<file path="config.mk">
export PLATFORM = sky130hd
export DESIGN_NAME = key_debounce_bank
export DESIGN_NICKNAME = d
export VERILOG_FILES = /design/src/rtl/key_debounce_bank.sv
export SDC_FILE = /design/constraint.sdc
export NUM_CORES = 1
export LEC_CHECK = 0
export CORE_MARGIN = 2
export CORE_UTILIZATION = 50
export DETAILED_ROUTE_END_ITERATION = 16
export PLACE_DENSITY = 0.66
export SETUP_SLACK_MARGIN = 0.15
export SYNTH_ARGS = -nofsm -noshare
export SYNTH_HDL_FRONTEND = slang
export SYNTH_SLANG_ARGS = --single-unit
</file>
<file path="constraint.sdc">
create_clock -name sys_clk -period 3.9 [get_ports sys_clk]
set_clock_uncertainty 0.1 [all_clocks]
set_input_delay 0.585 -clock sys_clk [delete_from_list [all_inputs] [get_ports sys_clk]]
set_output_delay 0.585 -clock sys_clk [all_outputs]
set_load 0.05 [all_outputs]
</file>
<file path="src/rtl/key_debounce_bank.sv">
// Purpose : debounce active-low front-panel keys into one-cycle press/repeat pulses.
// Latency : press pulse DEB_CYC+2 edges after the first synchronizer sample of 0.
// Backpres: none; pulses are fire-and-forget, and the consumer must take them when emitted.
//
// Ports:
//   sys_clk    - system clock, rising edge
//   sys_rst_n  - asynchronous active-low reset
//   key_in     - raw buttons, asynchronous, 0 = pressed
//   key_out    - one-cycle press / auto-repeat pulse per key (registered)
//   key_level  - debounced level per key, 1 = held
//   key_long   - 1 while a key is in its auto-repeat phase
module key_debounce_bank #(
   parameter int KEY_W      = 5,
   parameter int DEB_CYC    = 1_000_000,
   parameter int HOLD_CYC   = 25_000_000,
   parameter int REPEAT_CYC = 5_000_000,
   parameter bit REPEAT_EN  = 1'b1
) (
   input  logic             sys_clk,
   input  logic             sys_rst_n,
   input  logic [KEY_W-1:0] key_in,
   output logic [KEY_W-1:0] key_out,
   output logic [KEY_W-1:0] key_level,
   output logic [KEY_W-1:0] key_long
);

   localparam int HOLD_MAX = (HOLD_CYC > REPEAT_CYC) ? HOLD_CYC : REPEAT_CYC;
   localparam int CNT_W    = (DEB_CYC  > 1) ? $clog2(DEB_CYC)  : 1;
   localparam int HOLD_W   = (HOLD_MAX > 1) ? $clog2(HOLD_MAX) : 1;

   localparam logic [CNT_W-1:0]  DEB_LAST  = CNT_W'(DEB_CYC - 1);
   localparam logic [HOLD_W-1:0] HOLD_LAST = HOLD_W'(HOLD_CYC - 1);
   localparam logic [HOLD_W-1:0] REP_LAST  = HOLD_W'(REPEAT_CYC - 1);

   localparam logic [1:0] ST_IDLE  = 2'd0;
   localparam logic [1:0] ST_PRESS = 2'd1;
   localparam logic [1:0] ST_DOWN  = 2'd2;
   localparam logic [1:0] ST_REL   = 2'd3;

   // Two-flop synchronizer. Reset to all 1s (released) so a key held
   // through reset still has to pass the full press filter.
   logic [KEY_W-1:0] r_sync1;
   logic [KEY_W-1:0] r_sync2;

   always_ff @(posedge sys_clk or negedge sys_rst_n) begin
      if (!sys_rst_n) begin
         r_sync1 <= '1;
         r_sync2 <= '1;
      end else begin
         r_sync1 <= key_in;
         r_sync2 <= r_sync1;
      end
   end

   for (genvar gi = 0; gi < KEY_W; gi++) begin : g_key
      logic [1:0]        r_state;
      logic [CNT_W-1:0]  r_cnt;
      logic [HOLD_W-1:0] r_hold;
      logic              r_rep;
      logic              r_out;
      logic              r_level;
      logic              r_long;
      logic              w_pressed;
      logic [HOLD_W-1:0] w_hold_last;

      assign w_pressed   = ~r_sync2[gi];
      // First repeat waits the long hold time, later ones the short period.
      assign w_hold_last = r_rep ? REP_LAST : HOLD_LAST;

      always_ff @(posedge sys_clk or negedge sys_rst_n) begin
         if (!sys_rst_n) begin
            r_state <= ST_IDLE;
            r_cnt   <= '0;
            r_hold  <= '0;
            r_rep   <= 1'b0;
            r_out   <= 1'b0;
            r_level <= 1'b0;
            r_long  <= 1'b0;
         end else begin
            r_out <= 1'b0;
            case (r_state)
               ST_IDLE: begin
                  if (w_pressed) begin
                     r_state <= ST_PRESS;
                     r_cnt   <= '0;
                  end
               end
               ST_PRESS: begin
                  if (!w_pressed) begin
                     r_state <= ST_IDLE;
                  end else if (r_cnt == DEB_LAST) begin
                     r_state <= ST_DOWN;
                     r_out   <= 1'b1;
                     r_level <= 1'b1;
                     r_hold  <= '0;
                     r_rep   <= 1'b0;
                  end else begin
                     r_cnt <= r_cnt + 1'b1;
                  end
               end
               ST_DOWN: begin
                  // A release sample takes priority over a repeat that
                  // would otherwise fall due on the same edge.
                  if (!w_pressed) begin
                     r_state <= ST_REL;
                     r_cnt   <= '0;
                  end else if (REPEAT_EN) begin
                     if (r_hold == w_hold_last) begin
                        r_out  <= 1'b1;
                        r_hold <= '0;
                        r_rep  <= 1'b1;
                        r_long <= 1'b1;
                     end else begin
                        r_hold <= r_hold + 1'b1;
                     end
                  end
               end
               ST_REL: begin
                  // A glitch back to pressed restarts only the repeat timer;
                  // repeat phase and key_long survive it.
                  if (w_pressed) begin
                     r_state <= ST_DOWN;
                     r_hold  <= '0;
                  end else if (r_cnt == DEB_LAST) begin
                     r_state <= ST_IDLE;
                     r_level <= 1'b0;
                     r_long  <= 1'b0;
                  end else begin
                     r_cnt <= r_cnt + 1'b1;
                  end
               end
               default: r_state <= ST_IDLE;
            endcase
         end
      end

      assign key_out[gi]   = r_out;
      assign key_level[gi] = r_level;
      assign key_long[gi]  = r_long;
   end

endmodule

</file>
==> results of run 1 <==
worst paths after layout:
| path | startpoint | endpoint | slack (ns) | depth (start not counted) |
|---|---|---|---|---|
| setup / recovery | g_key[2].r_cnt[8] | g_key[2].r_hold[10] | 0.45 | 6 |
| hold / removal | r_sync1[3] | r_sync2[3] | 0.26 | 0 |
| setup reg to reg | g_key[2].r_cnt[8] | g_key[2].r_hold[10] | 0.45 | 6 |
| hold reg to reg | r_sync1[3] | r_sync2[3] | 0.26 | 0 |
| max in group asynchronous | sys_rst_n | r_sync2[3] | 2.27 | 3 |
| min in group asynchronous | sys_rst_n | g_key[0].r_out | 0.47 | 2 |
layer usage:
| layer | wire, um | vias up | GRT usage [%] |
|---|---|---|---|
| met2 | 15600 | 243 | 35.6 |
| met5 | 0 | - | 0 |
| met4 | 735 | 0 | 5.96 |
| li1 | - | 6238 | - |
| met3 | 1140 | 52 | 2.41 |
| met1 | 16200 | 6182 | 30.9 |
through the flow:
step | hold slack [ns] | setup slack, ns | instances | instance area [um2] | util (%)
CTS | 0.261 | 0.457 | 2110 | 16500 | 56.1
finish | 0.258 | 0.449 | 2110 | 16500 | 56.1
global route | 0.265 | 0.316 | 2110 | 16500 | 56.1
floorplan | 0.189 | 0.787 | 1700 | 14900 | -
detailed placement | 0.247 | 0.462 | 2053 | 15500 | 52.5
global placement | 0.246 | 0.506 | 2053 | 15500 | 52.5
registers in the layout (all words and copies together), names as in the netlist, named ones only:
name,count
g_key.r_hold,125
g_key.r_rep,5
g_key.r_state,5
g_key.r_long,5
r_sync2,5
r_sync1,5
g_key.r_cnt,100
g_key.r_out,5
g_key.r_level,5
cell families after synthesis:
kind of cell / after synthesis
buffers and inverters: 153
and+or+nand+nor: 744
DFF: 265
muxes: 11
AOI/OAI and AO/OA: 432
adders and majority gates: 32
xor gates and xnor gates: 63
report_power, final:
group	internal, mW	leakage [nW]	switching (mW)
sequential	2.91	3.63	0.178
clock	1.83	0.508	1.15
combinational	0.885	2.56	1.84
cell usage in the layout, fill, tap and decap left out, types with 16 or more instances in the layout:
cell type and count:
sky130_fd_sc_hd__xor2_1 25, sky130_fd_sc_hd__nor2_1 153, sky130_fd_sc_hd__buf_4 26, sky130_fd_sc_hd__o31ai_1 67, sky130_fd_sc_hd__inv_1 67, sky130_fd_sc_hd__a21oi_1 90
sky130_fd_sc_hd__clkdlybuf4s50_1 20, sky130_fd_sc_hd__clkbuf_16 31, sky130_fd_sc_hd__nand2_1 139, sky130_fd_sc_hd__nand4_1 56, sky130_fd_sc_hd__nand2b_1 17, sky130_fd_sc_hd__nand3_1 109
sky130_fd_sc_hd__and4_1 17, sky130_fd_sc_hd__o21ai_0 170, sky130_fd_sc_hd__nor3_1 47, sky130_fd_sc_hd__a31oi_1 26, sky130_fd_sc_hd__and3_1 46, sky130_fd_sc_hd__dfrtp_1 255
sky130_fd_sc_hd__or4_1 16, sky130_fd_sc_hd__nor4_1 25, sky130_fd_sc_hd__ha_1 32, sky130_fd_sc_hd__xnor2_1 38, sky130_fd_sc_hd__or3_1 31
cell type report:
cell class	count	area, um2
multi-input combinational	1282	7640
sequential	265	6640
fill	2676	12900
clock buffer	46	892
tap	390	488
timing repair buffer	50	460
clock inverter	10	155
inverter	67	251
==> key figures, run 1 <==
Detailed routing
  – Number of search-and-repair iterations in the first detailed-routing pass: 5
  – Final antenna-violating net count: 0
  – Number of vias in the routed layout: 12700
  – DRC violation count after routing: 0
  – Total length of routed wires: 33.7 mm
  – Per-cell routed wire length: 16.0 um
  – Vias per cell: 6.03
  – First-iteration detailed-routing DRC count: ~1000

Clock network
  – Number of buffers added to fix hold violations after cts: 1
  – Max Root-Sink Buffers: 3
  – Number of CTS-inserted buffers: 30
  – Gates resized, CTS repair: 0
  – Clock Latency Late Sink: 0.56 ns
  – Clock slew at reported path FFs: approximately 0.06 ns
  – # clock sinks: 265
  – CTS Root Cell: sky130_fd_sc_hd__clkbuf_16
  – Post CTS Setup Buffer Count: 0
  – CTS H-tree lvls: 1
  – Clock tree from TritonCTS: built

Synth
  – Largest family of logic cells by synthesized area: simple AND/OR/NAND/NOR gates
  – Most frequent cell after synthesis: sky130_fd_sc_hd__dfrtp_1
  – Share of async-settable or async-resettable flops after synthesis: 100%
  – Multiplexer share of the synthesized area: 0.780%
  – Sequential-to-total area share from yosys stat: 44.5%
  – Synth top area share: a little over two fifths
  – Synth Area in Compound Gates: 17.7%
  – Flip-flop and latch count after synthesis: 265
  – Synthesized Nets: 1739
  – Cells after synthesis: 1700
  – Xor and xnor fraction of the mapped netlist area: 3.70%
  – Mapped Area: 14900 um2
  – Basic-gate share of the synthesized area counting and, or, nand and nor cells: 26.3%
  – Number of distinct standard cells referenced by the synthesized netlist: 71
  – Yosys top cell by area: sky130_fd_sc_hd__dfrtp_1
  – Biggest area contributors in the synthesized netlist: sky130_fd_sc_hd__dfrtp_1, sky130_fd_sc_hd__o21ai_0, sky130_fd_sc_hd__nor2_1, sky130_fd_sc_hd__nand3_1, sky130_fd_sc_hd__nand2_1
  – Yosys synthesis warning count: 0
  – Most used flip-flop cell after synthesis: sky130_fd_sc_hd__dfrtp_1
  – Post-synth top cells: sky130_fd_sc_hd__dfrtp_1, sky130_fd_sc_hd__o21ai_0, sky130_fd_sc_hd__nor2_1, sky130_fd_sc_hd__nand2_1, sky130_fd_sc_hd__nand3_1
  – Mean post-synth cell area: 8.78 um2
  – Arithmetic-cell share of the synthesized area counting full adders, half adders and majority gates: under 10%
  – Number of flops mapped to enable cells by yosys: 0

Floorplanning
  – Number of core rows: between 60 and 70
  – Area inside the core boundary: 29500 um2
  – Top Ports: 22
  – DIE AREA: 31200 um2
  – Die outline width: 177 um
  – Die height: 177 um
  – Effective utilization at floorplan: between 50 and 60%

Cells and area
  – Area added between synthesis and finish: 10.8%
  – Number of nets at the end of the flow: 1735
  – Antenna diode count: 0
  – Share of layout cells above drive strength 1: 7.09%

Placed design
  – Gp weighted congestion: 0.845
  – Count of port buffers added during placement: 21
  – Dpl hpwl: 22.2 mm

Setup path
  – Data arrival time of the critical path: 3.80 ns
  – Cell family with the largest share of critical-path delay: simple AND/OR/NAND/NOR gates
  – Number of buffers and inverters on the critical path: 0
  – Crit path max-delay cell type: sky130_fd_sc_hd__or2_1
  – Worst-path cell chain: or4b_1 > or4_4 > or3_4 > a221o_1 > or2_1 > o31ai_1
  – Worst path required time: between 4 and 5 ns
  – Crit Path Class: reg -> reg
  – Slowest stage delay, CP: about 0.58 ns
  – CP Capture Type: flip-flop
  – Category of the worst setup path launch point: flip-flop
  – Peak fanout along the critical path: 25

Job
  – Max-cap violations: 0

Power
  – Power Dens Cells: about 530 nW/um2
  – IR drop worst, VDD: 392 uV
  – Leak Pwr: approximately 6.7 nW
  – Total power draw: 8.79 mW

Timing
  – Total Neg Setup Slack: 0 ns
  – Peak Freq: 290 MHz
  – Transition time at the pin with the least slew margin: 0.994 ns
  – Final setup violation count: 0
  – Final clock period utilization by the worst path: 88.5%
  – Number of hold-slack violations in the final timing report: 0
  – Remaining max-slew budget at the tightest pin: roughly 33%
  – Unrepaired setup endpoints after global routing: false
  – Minimum period implied by the final worst setup slack: roughly 3.5 ns
  – Max-slew violation count: 0

Run status
  – Result of the run: complete, no violations

Global route
  – Number of global-route vias before repair: 12200
  – Global-route usage over all layers: a little over a fifth
  – Number of antenna violations at the first check in global routing: 0
  – GRT Residual Overflow: 0
  – First-pass GRT wire length: 58.4 mm
  – Largest net degree at the start of global routing: 82

Worst hold path
  – Path class of the lowest-slack min-delay path: reg -> reg
Note: power is estimated with default switching activity, not from simulation.
==> run 2: changes to the inputs <==
- CAP_MARGIN: unset -> 25
==> results of run 2 <==
No change in the layout: final DEF, timing and power equal those of run 1.
==> run 3: changes to the inputs <==
- PLACE_DENSITY: 0.66 -> 0.68
==> run 3 against run 2 <==
  * First-iteration DRC count is 6.9% higher
  * Count of clock-buffer cells in the layout fell by 1
  * Largest cell class unchanged
  * Register-to-register slack got worse by 0.07 ns
  * Sequential power about the same
  * Maximum frequency decreased by 1.8%
  * Largest power group is now clock
==> key figures, run 3 (synthesis results as in run 1) <==
Timing
  – Final clock period utilization by the worst path: between 90% and 100%
  – Unrepaired setup endpoints after global routing: false
  – Max-slew violation count: 0
  – Remaining max-slew budget at the tightest pin: roughly a third
  – Peak Freq: 284 MHz
  – Hold slack: 0.258 ns
  – Final setup violation count: 0
  – Number of hold-slack violations in the final timing report: 0
  – Total Neg Setup Slack: 0 ns
  – Minimum period implied by the final worst setup slack: 3.52 ns
  – Transition time at the pin with the least slew margin: between 0.9 and 1 ns

Cells and area
  – Largest register FFs: 125
  – Area added between synthesis and finish: 11.1%
  – Storage cell area: 6640 um2
  – Number of nets at the end of the flow: ~1700
  – Cell area after layout: roughly 17000 um2
  – FILL cells: 2640
  – Share of layout cells above drive strength 1: 7.21%
  – Most used cells in the layout excluding fill and tap cells: sky130_fd_sc_hd__dfrtp_1, sky130_fd_sc_hd__o21ai_0, sky130_fd_sc_hd__nor2_1
  – Area used by multi-input combinational logic: 7640 um2
  – Post-layout util: between 50% and 60%
  – Antenna diode count: 0
  – Register name with the most flops: g_key.r_hold
  – Most common cell after layout, fill and taps aside: sky130_fd_sc_hd__dfrtp_1
  – Registers with the highest flip-flop counts: g_key.r_hold (125), g_key.r_cnt (100)

Placed design
  – Gp weighted congestion: around 0.85
  – Dpl hpwl: ~22 mm
  – Cell area reported after detailed placement: 15500 um2
  – Count of port buffers added during placement: 21

Clock network
  – Number of CTS-inserted buffers: 31
  – Max Root-Sink Buffers: 3
  – Clock Latency Late Sink: 0.56 ns
  – CTS Root Cell: sky130_fd_sc_hd__clkbuf_16
  – CTS H-tree lvls: 1
  – # clock sinks: 265
  – Clock slew at reported path FFs: 0.06 ns
  – Clock tree from TritonCTS: built

Worst hold path
  – Path class of the lowest-slack min-delay path: reg -> reg
  – Hold path cells: 0

Floorplanning
  – Top Ports: 22
  – DIE AREA: 31200 um2
  – Area inside the core boundary: 29500 um2
  – Die height: 177 um
  – Number of core rows: 63
  – Die outline width: 177 um
  – Effective utilization at floorplan: between 50 and 60%

Detailed routing
  – Number of search-and-repair iterations in the first detailed-routing pass: 6
  – Total length of routed wires: roughly 33 mm
  – DRC violation count after routing: 0
  – Final antenna-violating net count: 0
  – First-iteration detailed-routing DRC count: 1090
  – Number of vias in the routed layout: 12800
  – Vias per cell: 6.07
  – Per-cell routed wire length: 15.9 um

Job
  – Max-cap violations: 0

Setup path
  – CP Capture Type: flip-flop
  – Slowest stage delay, CP: about 0.57 ns
  – Worst-path cell chain: or4b_1 > or4_4 > or3_4 > a221o_1 > or2_1 > o31ai_1
  – Category of the worst setup path launch point: flip-flop
  – Crit path max-delay cell type: sky130_fd_sc_hd__or2_1
  – Peak fanout along the critical path: 25
  – Worst-case reg-to-reg path depth: 6
  – Data arrival time of the critical path: 3.86 ns
  – Crit Path Class: reg -> reg
  – Worst path required time: around 4.2 ns

Global route
  – Largest net degree at the start of global routing: 74
  – Number of antenna violations at the first check in global routing: 0
  – First-pass GRT wire length: 58.7 mm
  – Number of global-route vias before repair: 12200
  – GRT Residual Overflow: 0
  – Global-route usage over all layers: 21.9%

Run status
  – Result of the run: complete, no violations

Power
  – Total power draw: 8.92 mW
  – Leak Pwr: a little under 7 nW
  – IR drop worst, VDD: 335 uV
  – Power Dens Cells: 538 nW/um2
run 3: what timing repair did:
| action | in CTS | in global routing |
|---|---|---|
| hold endpoints to repair | 57 | 0 |
| resized for setup | 0 | 0 |
| hold buffers | 1 | 0 |
| setup buffers | 0 | 0 |
run 3: critical path: cells and delay by family, from the launching register on:
family             cells  cell delay [ns]
DFF                    1             0.44
AOI/OAI and AO/OA      2             0.83
and+or+nand+nor        4             2.03
run 3: layout make-up:
cell class                      instances  share of cell area (%)
Clock inverter                         12                    1.32
Multi-Input combinational cell       1282                    46.1
Clock buffer                           45                    5.42
Tap cell                              390                    2.94
Timing Repair Buffer                   49                    2.66
Inverter                               67                    1.52
Sequential cell                       265                    40.1
run 3: metal layers:
metal / wire (um) / track usage [%] / vias up
li1: - / - / 6217
met1: 15900 / 31.3 / 6252
met2: 15500 / 35.6 / 290
met3: 1450 / 2.79 / 50
met4: 588 / 5.30 / 0
met5: 0 / 0 / -
run 3: final timing paths:
| kind | start | endpoint | slack (ns) |
|---|---|---|---|
| setup / recovery | g_key[2].r_cnt[8] | g_key[2].r_hold[19] | 0.38 |
| hold / removal | r_sync1[1] | r_sync2[1] | 0.26 |
| setup reg to reg | g_key[2].r_cnt[8] | g_key[2].r_hold[19] | 0.38 |
| hold reg to reg | r_sync1[1] | r_sync2[1] | 0.26 |
| max in group asynchronous | sys_rst_n | g_key[4].r_cnt[12] | 2.27 |
| min in group asynchronous | sys_rst_n | g_key[0].r_hold[2] | 0.47 |
run 3: stage by stage:
step	setup WS (ns)	cells
floorplan	0.787	1700
detailed placement	0.458	2052
finish	0.384	2110
global route	0.268	2110
CTS	0.445	2110
global placement	0.560	2052
run 3: power by group:
group | total, mW | internal, mW | leakage, nW | switching [mW]
sequential | 3.10 | 2.91 | 3.63 | 0.183
clock | 3.13 | 1.99 | 0.547 | 1.15
combinational | 2.69 | 0.871 | 2.56 | 1.82
